===== src/rtl/scanline_irq_unit_pkg.sv =====
// Shared constants for the scanline IRQ unit: register map, CTRL/STATUS bit
// positions, counting mode and legal parameter ranges.
package scanline_irq_unit_pkg;

  localparam int PPU_ADDR_W = 14;

  localparam logic [3:0] REG_CTRL    = 4'h0;
  localparam logic [3:0] REG_STATUS  = 4'h1;
  localparam logic [3:0] REG_COUNT   = 4'h2;
  localparam int         REG_CH_BASE = 4;

  localparam int CTRL_GE_BIT      = 7;
  localparam int CTRL_MODE_BIT    = 0;
  localparam int CH_EN_BIT        = 7;
  localparam int STATUS_IRQ_BIT   = 7;
  localparam int STATUS_FRAME_BIT = 6;

  localparam int CNT_W_MIN   = 4;
  localparam int CNT_W_MAX   = 8;
  localparam int NCH_MIN     = 1;
  localparam int NCH_MAX     = 6;
  localparam int SAME_RD_MIN = 2;
  localparam int SAME_RD_MAX = 4;

  typedef enum logic {
    MODE_SCANLINE = 1'b0,
    MODE_M2       = 1'b1
  } mode_e;

  // Each channel owns a compare/enable register pair starting at REG_CH_BASE.
  function automatic logic [3:0] ch_cmp_addr(input int n);
    return 4'(REG_CH_BASE + 2 * n);
  endfunction

  function automatic logic [3:0] ch_en_addr(input int n);
    return 4'(REG_CH_BASE + 2 * n + 1);
  endfunction

endpackage


===== src/rtl/scanline_irq_unit_if.sv =====
// Host-facing bundle of the scanline IRQ unit: PPU/CPU snoop inputs, register
// bus and interrupt outputs.
interface scanline_irq_unit_if;
  import scanline_irq_unit_pkg::*;

  logic                  m2_fall;
  logic                  ppu_rd;
  logic [PPU_ADDR_W-1:0] ppu_addr;
  logic                  bgr_on;
  logic                  reg_we;
  logic                  reg_re;
  logic [3:0]            reg_addr;
  logic [7:0]            reg_di;
  logic [7:0]            reg_do;
  logic                  irq;
  logic                  in_frame;

  modport master (
    output m2_fall, ppu_rd, ppu_addr, bgr_on, reg_we, reg_re, reg_addr, reg_di,
    input  reg_do, irq, in_frame
  );

  modport slave (
    input  m2_fall, ppu_rd, ppu_addr, bgr_on, reg_we, reg_re, reg_addr, reg_di,
    output reg_do, irq, in_frame
  );

endinterface


===== src/rtl/scanline_irq_unit_ppu_line_detect.sv =====
// Watches PPU reads: pulses once when SAME_RD consecutive reads hit the same
// address (end of a scanline) and flags IDLE_CYC cycles without any read.
module ppu_line_detect
  import scanline_irq_unit_pkg::*;
#(
  parameter int SAME_RD  = 3,
  parameter int IDLE_CYC = 64
) (
  input  logic                  clk,
  input  logic                  rst,
  input  logic                  i_ppu_rd,
  input  logic [PPU_ADDR_W-1:0] i_ppu_addr,
  output logic                  o_line,
  output logic                  o_idle
);

  localparam int IW = $clog2(IDLE_CYC + 1);

  logic [PPU_ADDR_W-1:0] r_last_addr;
  logic [2:0]            r_run;
  logic [IW-1:0]         r_idle_cnt;
  logic                  w_same;

  // r_run = length of the current identical-address run, saturating at SAME_RD
  // so the pulse fires once per run.
  assign w_same = (r_run != 3'd0) && (i_ppu_addr == r_last_addr);
  assign o_line = i_ppu_rd && w_same && (r_run == 3'(SAME_RD - 1));
  assign o_idle = !i_ppu_rd && (r_idle_cnt == IW'(IDLE_CYC - 1));

  always_ff @(posedge clk or negedge rst) begin
    if (!rst) begin
      r_last_addr <= '0;
      r_run       <= 3'd0;
      r_idle_cnt  <= '0;
    end else if (i_ppu_rd) begin
      r_last_addr <= i_ppu_addr;
      r_idle_cnt  <= '0;
      if (!w_same)                      r_run <= 3'd1;
      else if (r_run != 3'(SAME_RD))    r_run <= r_run + 3'd1;
    end else if (r_idle_cnt != IW'(IDLE_CYC - 1)) begin
      r_idle_cnt <= r_idle_cnt + 1'b1;
    end
  end

endmodule


===== src/rtl/scanline_irq_unit.sv =====
// Scanline / M2-cycle interrupt unit: frame tracking, saturating counter,
// NCH compare channels with pending bits, and a registered IRQ.
module scanline_irq_unit
  import scanline_irq_unit_pkg::*;
#(
  parameter int CNT_W    = 8,
  parameter int NCH      = 2,
  parameter int IDLE_CYC = 64,
  parameter int SAME_RD  = 3
) (
  input  logic               clk,
  input  logic               rst,
  scanline_irq_unit_if.slave bus
);

  if (CNT_W < CNT_W_MIN || CNT_W > CNT_W_MAX || NCH < NCH_MIN || NCH > NCH_MAX ||
      SAME_RD < SAME_RD_MIN || SAME_RD > SAME_RD_MAX || IDLE_CYC < 1) begin : g_param_check
    $error("scanline_irq_unit: parameter out of legal range");
  end

  localparam logic [CNT_W-1:0] CNT_MAX = '1;

  logic             r_ge;
  mode_e            r_mode;
  logic [CNT_W-1:0] r_count;
  logic [CNT_W-1:0] r_cmp [NCH];
  logic [NCH-1:0]   r_en;
  logic [NCH-1:0]   r_pending;
  logic             r_in_frame;
  logic             r_irq;

  logic             w_line, w_idle;
  logic             w_wr_ctrl, w_wr_status, w_rd_status, w_mode_chg;
  logic             w_frame_start, w_any_irq;
  logic [NCH-1:0]   w_cmp_we, w_en_we, w_match, w_pend_nxt;
  logic [CNT_W-1:0] w_count_nxt;
  logic [7:0]       w_rd_data;

  ppu_line_detect #(.SAME_RD(SAME_RD), .IDLE_CYC(IDLE_CYC)) u_detect (
    .clk        (clk),
    .rst        (rst),
    .i_ppu_rd   (bus.ppu_rd),
    .i_ppu_addr (bus.ppu_addr),
    .o_line     (w_line),
    .o_idle     (w_idle)
  );

  assign w_wr_ctrl     = bus.reg_we && (bus.reg_addr == REG_CTRL);
  assign w_wr_status   = bus.reg_we && (bus.reg_addr == REG_STATUS);
  assign w_rd_status   = bus.reg_re && (bus.reg_addr == REG_STATUS);
  assign w_mode_chg    = w_wr_ctrl && (mode_e'(bus.reg_di[CTRL_MODE_BIT]) != r_mode);
  assign w_frame_start = w_line && bus.bgr_on && !r_in_frame;
  assign w_any_irq     = r_ge && |(r_pending & r_en);

  always_comb begin
    // NOTE: defaults first, so no path through this block leaves an output unassigned and infers a latch.
    w_cmp_we = '0;
    w_en_we  = '0;
    for (int n = 0; n < NCH; n++) begin
      w_cmp_we[n] = bus.reg_we && (bus.reg_addr == ch_cmp_addr(n));
      w_en_we[n]  = bus.reg_we && (bus.reg_addr == ch_en_addr(n));
    end
  end

  // A mode switch restarts counting; a frame start wins over any match since it forces count to 0.
  always_comb begin
    w_count_nxt = r_count;
    if (w_mode_chg) begin
      w_count_nxt = '0;
    end else if (r_mode == MODE_SCANLINE) begin
      if (w_frame_start)                                     w_count_nxt = '0;
      else if (r_in_frame && w_line && r_count != CNT_MAX)   w_count_nxt = r_count + 1'b1;
    end else if (bus.m2_fall && r_count != CNT_MAX) begin
      w_count_nxt = r_count + 1'b1;
    end

    w_match = '0;
    for (int n = 0; n < NCH; n++)
      w_match[n] = (w_count_nxt != r_count) && (w_count_nxt == r_cmp[n]) && (r_cmp[n] != '0);

    w_pend_nxt = r_pending;
    if (w_frame_start && r_mode == MODE_SCANLINE) w_pend_nxt = '0;
    if (w_rd_status)                              w_pend_nxt = '0;
    if (w_wr_status)                              w_pend_nxt = w_pend_nxt & ~bus.reg_di[NCH-1:0];
    w_pend_nxt = w_pend_nxt | w_match;
  end

  always_comb begin
    w_rd_data = '0;
    case (bus.reg_addr)
      REG_CTRL: begin
        w_rd_data[CTRL_GE_BIT]   = r_ge;
        w_rd_data[CTRL_MODE_BIT] = r_mode;
      end
      REG_STATUS: begin
        w_rd_data[STATUS_IRQ_BIT]   = w_any_irq;
        w_rd_data[STATUS_FRAME_BIT] = r_in_frame;
        w_rd_data[NCH-1:0]          = r_pending;
      end
      REG_COUNT: w_rd_data[CNT_W-1:0] = r_count;
      default: begin
        for (int n = 0; n < NCH; n++) begin
          if (bus.reg_addr == ch_cmp_addr(n)) w_rd_data[CNT_W-1:0] = r_cmp[n];
          if (bus.reg_addr == ch_en_addr(n))  w_rd_data[CH_EN_BIT] = r_en[n];
        end
      end
    endcase
  end

  assign bus.reg_do   = bus.reg_re ? w_rd_data : 8'h00;
  assign bus.irq      = r_irq;
  assign bus.in_frame = r_in_frame;

  // NOTE: the compare array is plain flops, not RAM, so it is reset with everything else and starts at "never match".
  always_ff @(posedge clk or negedge rst) begin
    if (!rst) begin
      r_ge       <= 1'b0;
      r_mode     <= MODE_SCANLINE;
      r_count    <= '0;
      r_en       <= '0;
      r_pending  <= '0;
      r_in_frame <= 1'b0;
      r_irq      <= 1'b0;
      for (int n = 0; n < NCH; n++) r_cmp[n] <= '0;
    end else begin
      // NOTE: non-blocking here so every register samples pre-edge values, regardless of statement order.
      if (w_wr_ctrl) begin
        r_ge   <= bus.reg_di[CTRL_GE_BIT];
        r_mode <= mode_e'(bus.reg_di[CTRL_MODE_BIT]);
      end
      for (int n = 0; n < NCH; n++) begin
        if (w_cmp_we[n]) r_cmp[n] <= bus.reg_di[CNT_W-1:0];
        if (w_en_we[n])  r_en[n]  <= bus.reg_di[CH_EN_BIT];
      end
      r_count   <= w_count_nxt;
      r_pending <= w_pend_nxt;
      r_irq     <= w_any_irq;
      if (w_frame_start)              r_in_frame <= 1'b1;
      else if (!bus.bgr_on || w_idle) r_in_frame <= 1'b0;
    end
  end

endmodule

===== src/flat_wrapper.sv =====
// flat-port wrapper written by rule: the top's interface ports become plain ports
module scanline_irq_unit_flat import scanline_irq_unit_pkg::*;
#(
  parameter int CNT_W    = 8,
  parameter int NCH      = 2,
  parameter int IDLE_CYC = 64,
  parameter int SAME_RD  = 3
)
  (clk, rst, bus_m2_fall, bus_ppu_rd, bus_ppu_addr, bus_bgr_on, bus_reg_we, bus_reg_re, bus_reg_addr, bus_reg_di, bus_reg_do, bus_irq, bus_in_frame);
  scanline_irq_unit_if bus_i ();
  input  logic clk;
  input  logic rst;
  input wire logic [$bits(bus_i.m2_fall)-1:0] bus_m2_fall;
  input wire logic [$bits(bus_i.ppu_rd)-1:0] bus_ppu_rd;
  input wire logic [$bits(bus_i.ppu_addr)-1:0] bus_ppu_addr;
  input wire logic [$bits(bus_i.bgr_on)-1:0] bus_bgr_on;
  input wire logic [$bits(bus_i.reg_we)-1:0] bus_reg_we;
  input wire logic [$bits(bus_i.reg_re)-1:0] bus_reg_re;
  input wire logic [$bits(bus_i.reg_addr)-1:0] bus_reg_addr;
  input wire logic [$bits(bus_i.reg_di)-1:0] bus_reg_di;
  output wire logic [$bits(bus_i.reg_do)-1:0] bus_reg_do;
  output wire logic [$bits(bus_i.irq)-1:0] bus_irq;
  output wire logic [$bits(bus_i.in_frame)-1:0] bus_in_frame;
  assign bus_i.m2_fall = bus_m2_fall;
  assign bus_i.ppu_rd = bus_ppu_rd;
  assign bus_i.ppu_addr = bus_ppu_addr;
  assign bus_i.bgr_on = bus_bgr_on;
  assign bus_i.reg_we = bus_reg_we;
  assign bus_i.reg_re = bus_reg_re;
  assign bus_i.reg_addr = bus_reg_addr;
  assign bus_i.reg_di = bus_reg_di;
  assign bus_reg_do = bus_i.reg_do;
  assign bus_irq = bus_i.irq;
  assign bus_in_frame = bus_i.in_frame;
  scanline_irq_unit #(.CNT_W(CNT_W), .NCH(NCH), .IDLE_CYC(IDLE_CYC), .SAME_RD(SAME_RD)) u_core (.clk(clk), .rst(rst), .bus(bus_i));
endmodule

===== config.mk =====
export PLATFORM = sky130hd
export DESIGN_NAME = scanline_irq_unit_flat
export DESIGN_NICKNAME = d
export VERILOG_FILES = /design/src/rtl/scanline_irq_unit_pkg.sv /design/src/rtl/scanline_irq_unit_if.sv /design/src/rtl/scanline_irq_unit_ppu_line_detect.sv /design/src/rtl/scanline_irq_unit.sv /design/src/flat_wrapper.sv
export SDC_FILE = /design/constraint.sdc
export NUM_CORES = 1
export LEC_CHECK = 0
export CORE_MARGIN = 3
export CORE_UTILIZATION = 48
export DETAILED_ROUTE_END_ITERATION = 10
export GPL_TIMING_DRIVEN = 0
export PLACE_DENSITY = 0.7
export REMOVE_ABC_BUFFERS = 1
export SLEW_MARGIN = 20
export SYNTH_ARGS = -nofsm -noshare
export SYNTH_HDL_FRONTEND = slang
export SYNTH_HIERARCHICAL = 1
export SYNTH_SLANG_ARGS = --single-unit

===== constraint.sdc =====
create_clock -name clk -period 9.15 [get_ports clk]
set_clock_uncertainty 0.05 [all_clocks]
set_input_delay 1.83 -clock clk [delete_from_list [all_inputs] [get_ports clk]]
set_output_delay 1.83 -clock clk [all_outputs]
set_load 0.05 [all_outputs]

## Word level (Yosys, flattened, before mapping)

Index checks and enable logic that the tools add are counted.

| storage, ports and cells | value |
|---|---|
| register bits | 56 |

| operators by class | value |
|---|---|
| bitwise operators | 5 |
| reductions and logical operators | 36 |
| muxes and demuxes | 24 |
| add/sub/neg operators | 3 |
| equality and inequality tests | 17 |

Operators by type and width:

| kind | number |
|---|---|
| $mux 8 | 8 |
| $logic_and 1x1->1 | 23 |
| $eq 4x3->1 const B | 4 |
| $eq 8x8->1 | 2 |
| $reduce_bool 8->1 | 2 |
| $eq 14x14->1 | 1 |
| $mux 7 | 2 |
| $pmux 1 s3 | 4 |
| $add 8x1->8 const B | 1 |
| $ne 8x8->1 | 1 |
| $ne 8x8->1 const B | 1 |
| $pmux 4 s2 | 1 |
| $add 7x1->7 const B | 1 |
| $eq 7x6->1 const B | 1 |
| $ne 7x6->1 const B | 1 |
| $mux 2 | 3 |
| $mux 3 | 2 |
| $and 2x2->2 | 2 |
| $eq 4x1->1 const B | 1 |
| $eq 4x2->1 const B | 1 |
| $logic_not 4->1 | 1 |
| $mux 1 | 4 |
| $reduce_bool 2->1 | 2 |
| $reduce_or 2->1 | 2 |
| other kinds (12) | 14 |

## Depth between registers and ports, before layout

| depth | value |
|---|---|
| depth in word-level cells | 14 |
| mapped depth | 12 |

## Hierarchy

The synthesis kept the hierarchy.

Modules (own cells, without submodules):

| module | sequential area each (um2) | cells an instance | instances | area an instance (um2) |
|---|---|---|---|---|
| scanline_irq_unit | 800.8 | 278 | 1 | 2533.7 |
| ppu_line_detect | 600.6 | 101 | 1 | 1201.2 |

## Least setup slack after synthesis

Ideal clock, no wire load.

| path | value |
|---|---|
| path type | input -> output |
| start | in bus_reg_addr[1] |
| end | out bus_reg_do[7] |
| arrival | 3824 ps |
| path slack | 3446 ps |
| data required time | 7270 ps |
| stages | 4 |
| cells stage by stage | clkbuf_1 -> clkbuf_1 -> o22ai_1 -> a221oi_1 |

| between the ends | value |
|---|---|
| cells in the longest elaborated chain, start to end | 7 |
| elaborated cells between the ends (all ways) | 13 |
| classes of those cells | eq/ne: 6; mux: 6; reduce/logical: 1 |

RTL lines:

| element | RTL line | text |
|---|---|---|
| from (decl) | flat_wrapper.sv:19 | `input wire logic [$bits(bus_i.reg_addr)-1:0] bus_reg_addr;` |
| $eq 4x3->1 | scanline_irq_unit.sv:103 | `if (bus.reg_addr == ch_cmp_addr(n)) w_rd_data[CNT_W-1:0] = r_cmp[n];` |
| $mux 8 | scanline_irq_unit.sv:103 |  |
| $mux 1 | scanline_irq_unit.sv:104 | `if (bus.reg_addr == ch_en_addr(n)) w_rd_data[CH_EN_BIT] = r_en[n];` |
| $mux 8 | scanline_irq_unit.sv:103 |  |
| $mux 1 | scanline_irq_unit.sv:104 |  |
| $pmux 1 s3 (*) | scanline_irq_unit.sv:90 | `case (bus.reg_addr)` |
| $mux 8 (*) | scanline_irq_unit.sv:110 | `assign bus.reg_do = bus.reg_re ? w_rd_data : 8'h00;` |
| to (decl) | flat_wrapper.sv:21 | `output wire logic [$bits(bus_i.reg_do)-1:0] bus_reg_do;` |

Mark *: on every way between the ends. The rest lies on a longest branch, timed or not.

## Final worst setup path

| path | value |
|---|---|
| start | in bus_reg_addr[1] |
| end | out bus_reg_do[4] |

| between the ends | value |
|---|---|
| cells in the longest elaborated chain, start to end | 5 |
| elaborated cells between the ends (all ways) | 10 |
| classes of those cells | eq/ne: 4; mux: 4; reduce/logical: 2 |

RTL lines:

| element | RTL line |
|---|---|
| $eq 4x3->1 | scanline_irq_unit.sv:103 |
| $mux 8 (2 in a row) | scanline_irq_unit.sv:103 |
| $pmux 4 s2 (*) | scanline_irq_unit.sv:90 |
| $mux 8 (*) | scanline_irq_unit.sv:110 |

Marks and branches as above.

==> metrics <==
DP HPWL 7070 um; Reg-to-Reg Start u_core/u_detect/r_run[1]$_DFFE_PN0P_; sequential area share after synthesis 37.5%; Post-CTS Setup Bufs 0; Worst Hold Depth 1; global-route met2 utilization 33.8%; status complete, no violations; cts repair resizes 0; Synth Warn # 6; worst endpoint required time 7.27 ns; drt wl/cell 18.1 um; CTS H-tree depth 2; Ports 43; Clock Root Buffer clkbuf_8; CP max FO 22; grt peak-use layer met2; Finish-stage setup viols 0; worst hold slack 0.477 ns; RSZ-0062 raised after global routing false; Distinct cells, synth 72; die area 8880 sq um; CTS Hold Bufs 0; final antenna-violating net count 0; R2R setup slack 5.05 ns; first drt pass iteration count 5; RD Place Congestion 0.912; Worst EP arrival 4.60 ns; Syn Inst Count 379; share of cells above drive strength 1 15.3%; GR met1 Demand/Resource 32.6%; Initial Util 50.4%; Hold Path Sink u_core/r_ge$_DFFE_PN0P_; worst vdd ir 79.1 uV; number of flops mapped to enable cells by yosys 0; Layout Nets 450; Total Wirelength 9250 um; Worst-Skew Late Latency 0.31 ns; vias in the first global route 3041; # port buffers 42; Worst Reg-to-Reg Cells 12; synthesized area 3730 sq um; crit start category input pin; initial antenna violation count 0; pin count of the biggest net entering global routing 40; Worst-Margin Slew 0.986 ns; vias per inst 6.16; setup total negative slack 0 ns; routed via count 3149; DIE WIDTH 94.2 um; Synth top area share 37.5%; Num CTS Buffers 5; DIE HEIGHT 94.2 um; commonest non-fill, non-tap cell in the layout dfrtp_1; most frequent cells in the layout dfrtp_1 (56), clkdlybuf4s50_1 (41), mux2_2 (38); initial drt markers 199; Top FF cell, synth dfrtp_1; Hold Crit Start u_core/r_ge$_DFFE_PN0P_; Final min period 6.48 ns; Fillers 648; synth-to-layout area growth 14.8%; Overflow after GRT 0; # diodes 0; fmax 154 MHz; critical path capture point type output pin; GR Util All Layers 22.2%; crit share post-route 70.8%; synth top area cells dfrtp_1 (38%), mux2_2 (11%), xor2_1 (4.7%), mux2i_1 (2.7%), nand2_1 (2.5%); max-cap check violation count 0; Reg clk slew, reported paths 0.09 ns; first-pass GRT wire length 15400 um; Slew Limit Fails 0; CTS sink count 56; Slew HR 34.1%; Bufs on Longest Clock Path 2; core area 7410 sq um; met3 Track Usage GR 3.13%; r2r endpoint u_core/r_pending[1]$_DFF_PN0_; post-synth top area cell dfrtp_1; Hold WC Path Type reg -> reg; critical setup path kind in -> out; Pwr Density 163 nW/um^2; cell row count 31; Hold Violations, Final 0; synthesized flop and latch total 56; post-synthesis average cell area 9.85 sq um; ys async rst share 100%; CTS tree done; Pleak 1.74 nW; residual DRC count 0
## cell type report
class / instances / area, sq um / area share (%)
multi-input cells: 291 / 2190 / 51.0
flip-flops and latches: 56 / 1400 / 32.7
repair buffers: 43 / 438 / 10.2
well taps: 99 / 124 / 2.89
clock buffers: 6 / 72.6 / 1.69
inverters: 14 / 52.6 / 1.23
clock inverters: 2 / 13.8 / 0.321
## metal layers
metal	routed length [um]	up-vias
li1	-	1475
met1	4340	1536
met2	4210	132
met3	613	6
met4	91	0
met5	0	-
## sequential cells by signal (all words and copies together) (netlist names)
register	cells
u_core/u_detect/r_idle_cnt	7
u_core/r_cmp	16
u_core/bus.irq	1
u_core/r_ge	1
u_core/r_pending	2
u_core/r_mode	1
u_core/u_detect/r_run	3
u_core/r_count	8
u_core/bus.in_frame	1
u_core/r_en	2
u_core/u_detect/r_last_addr	14
## cells by family after synthesis
group | count (synthesis) | share of synthesized area (%)
adder cells (fa/ha/maj) | 6 | 2.01
AND/OR/NAND/NOR | 113 | 16.4
flip-flops | 56 | 37.5
buffers and inverters | 32 | 3.95
XOR/XNOR | 26 | 6.10
AO/OA/AOI/OAI | 98 | 19.9
multiplexers | 48 | 14.1
## worst max path at each step
stage / from / to / slack [ns] / depth (start not counted)
2_1_floorplan: bus_reg_addr[1] / bus_reg_do[7] / 3.91 / 3
4_1_cts: bus_reg_addr[1] / bus_reg_do[4] / 2.70 / 6
5_1_grt: bus_reg_addr[1] / bus_reg_do[5] / 2.49 / 6
6_report: bus_reg_addr[1] / bus_reg_do[4] / 2.67 / 6
3_5_place_dp: bus_reg_addr[1] / bus_reg_do[5] / 2.71 / 6
3_3_place_gp: bus_reg_addr[1] / bus_reg_do[4] / 2.71 / 6
## through the flow
| stage | total power [mW] | instances | util (%) | setup WS (ns) | instance area (sq um) |
|---|---|---|---|---|---|
| floorplan | 0.481 | 361 | - | 3.91 | 3640 |
| global placement | 0.558 | 502 | 56.5 | 2.71 | 4180 |
| detailed placement | 0.565 | 503 | 56.7 | 2.71 | 4200 |
| CTS | 0.701 | 511 | 57.9 | 2.70 | 4290 |
| global route | 0.744 | 511 | 57.9 | 2.49 | 4290 |
| finish | 0.700 | 511 | 57.9 | 2.67 | 4290 |
## synthesized netlist by cell type (3+ instances only)
cell type / number
a211oi_1: 4
o21ai_1: 4
nand3_1: 11
dfrtp_1: 56
a311o_1: 3
buf_4: 3
a21o_1: 3
mux2_2: 38
o22ai_1: 7
buf_2: 6
nor2_1: 25
o21ai_0: 16
nand4_1: 4
or3_1: 3
a22oi_1: 6
clkbuf_1: 7
inv_1: 14
nor3_1: 7
nor4_1: 3
xnor2_1: 6
mux2i_1: 10
a31oi_1: 3
and3_1: 7
ha_1: 6
xor2_1: 20
nor2b_1: 8
a21oi_1: 16
nand2_1: 25
## critical path: stages
cell             delay, ns
clkdlybuf4s50_1       1.12
nand2b_1              0.22
nor2_1                0.31
a22oi_1               0.16
nor2b_1               0.14
clkdlybuf4s50_1       0.81
## power breakdown
| part | switching (mW) | leakage (nW) | internal [mW] |
|---|---|---|---|
| clock network | 0.0806 | 0.0456 | 0.0548 |
| logic | 0.118 | 0.995 | 0.107 |
| registers | 0.0530 | 0.703 | 0.286 |
Note: power is estimated with default switching activity, not from simulation.
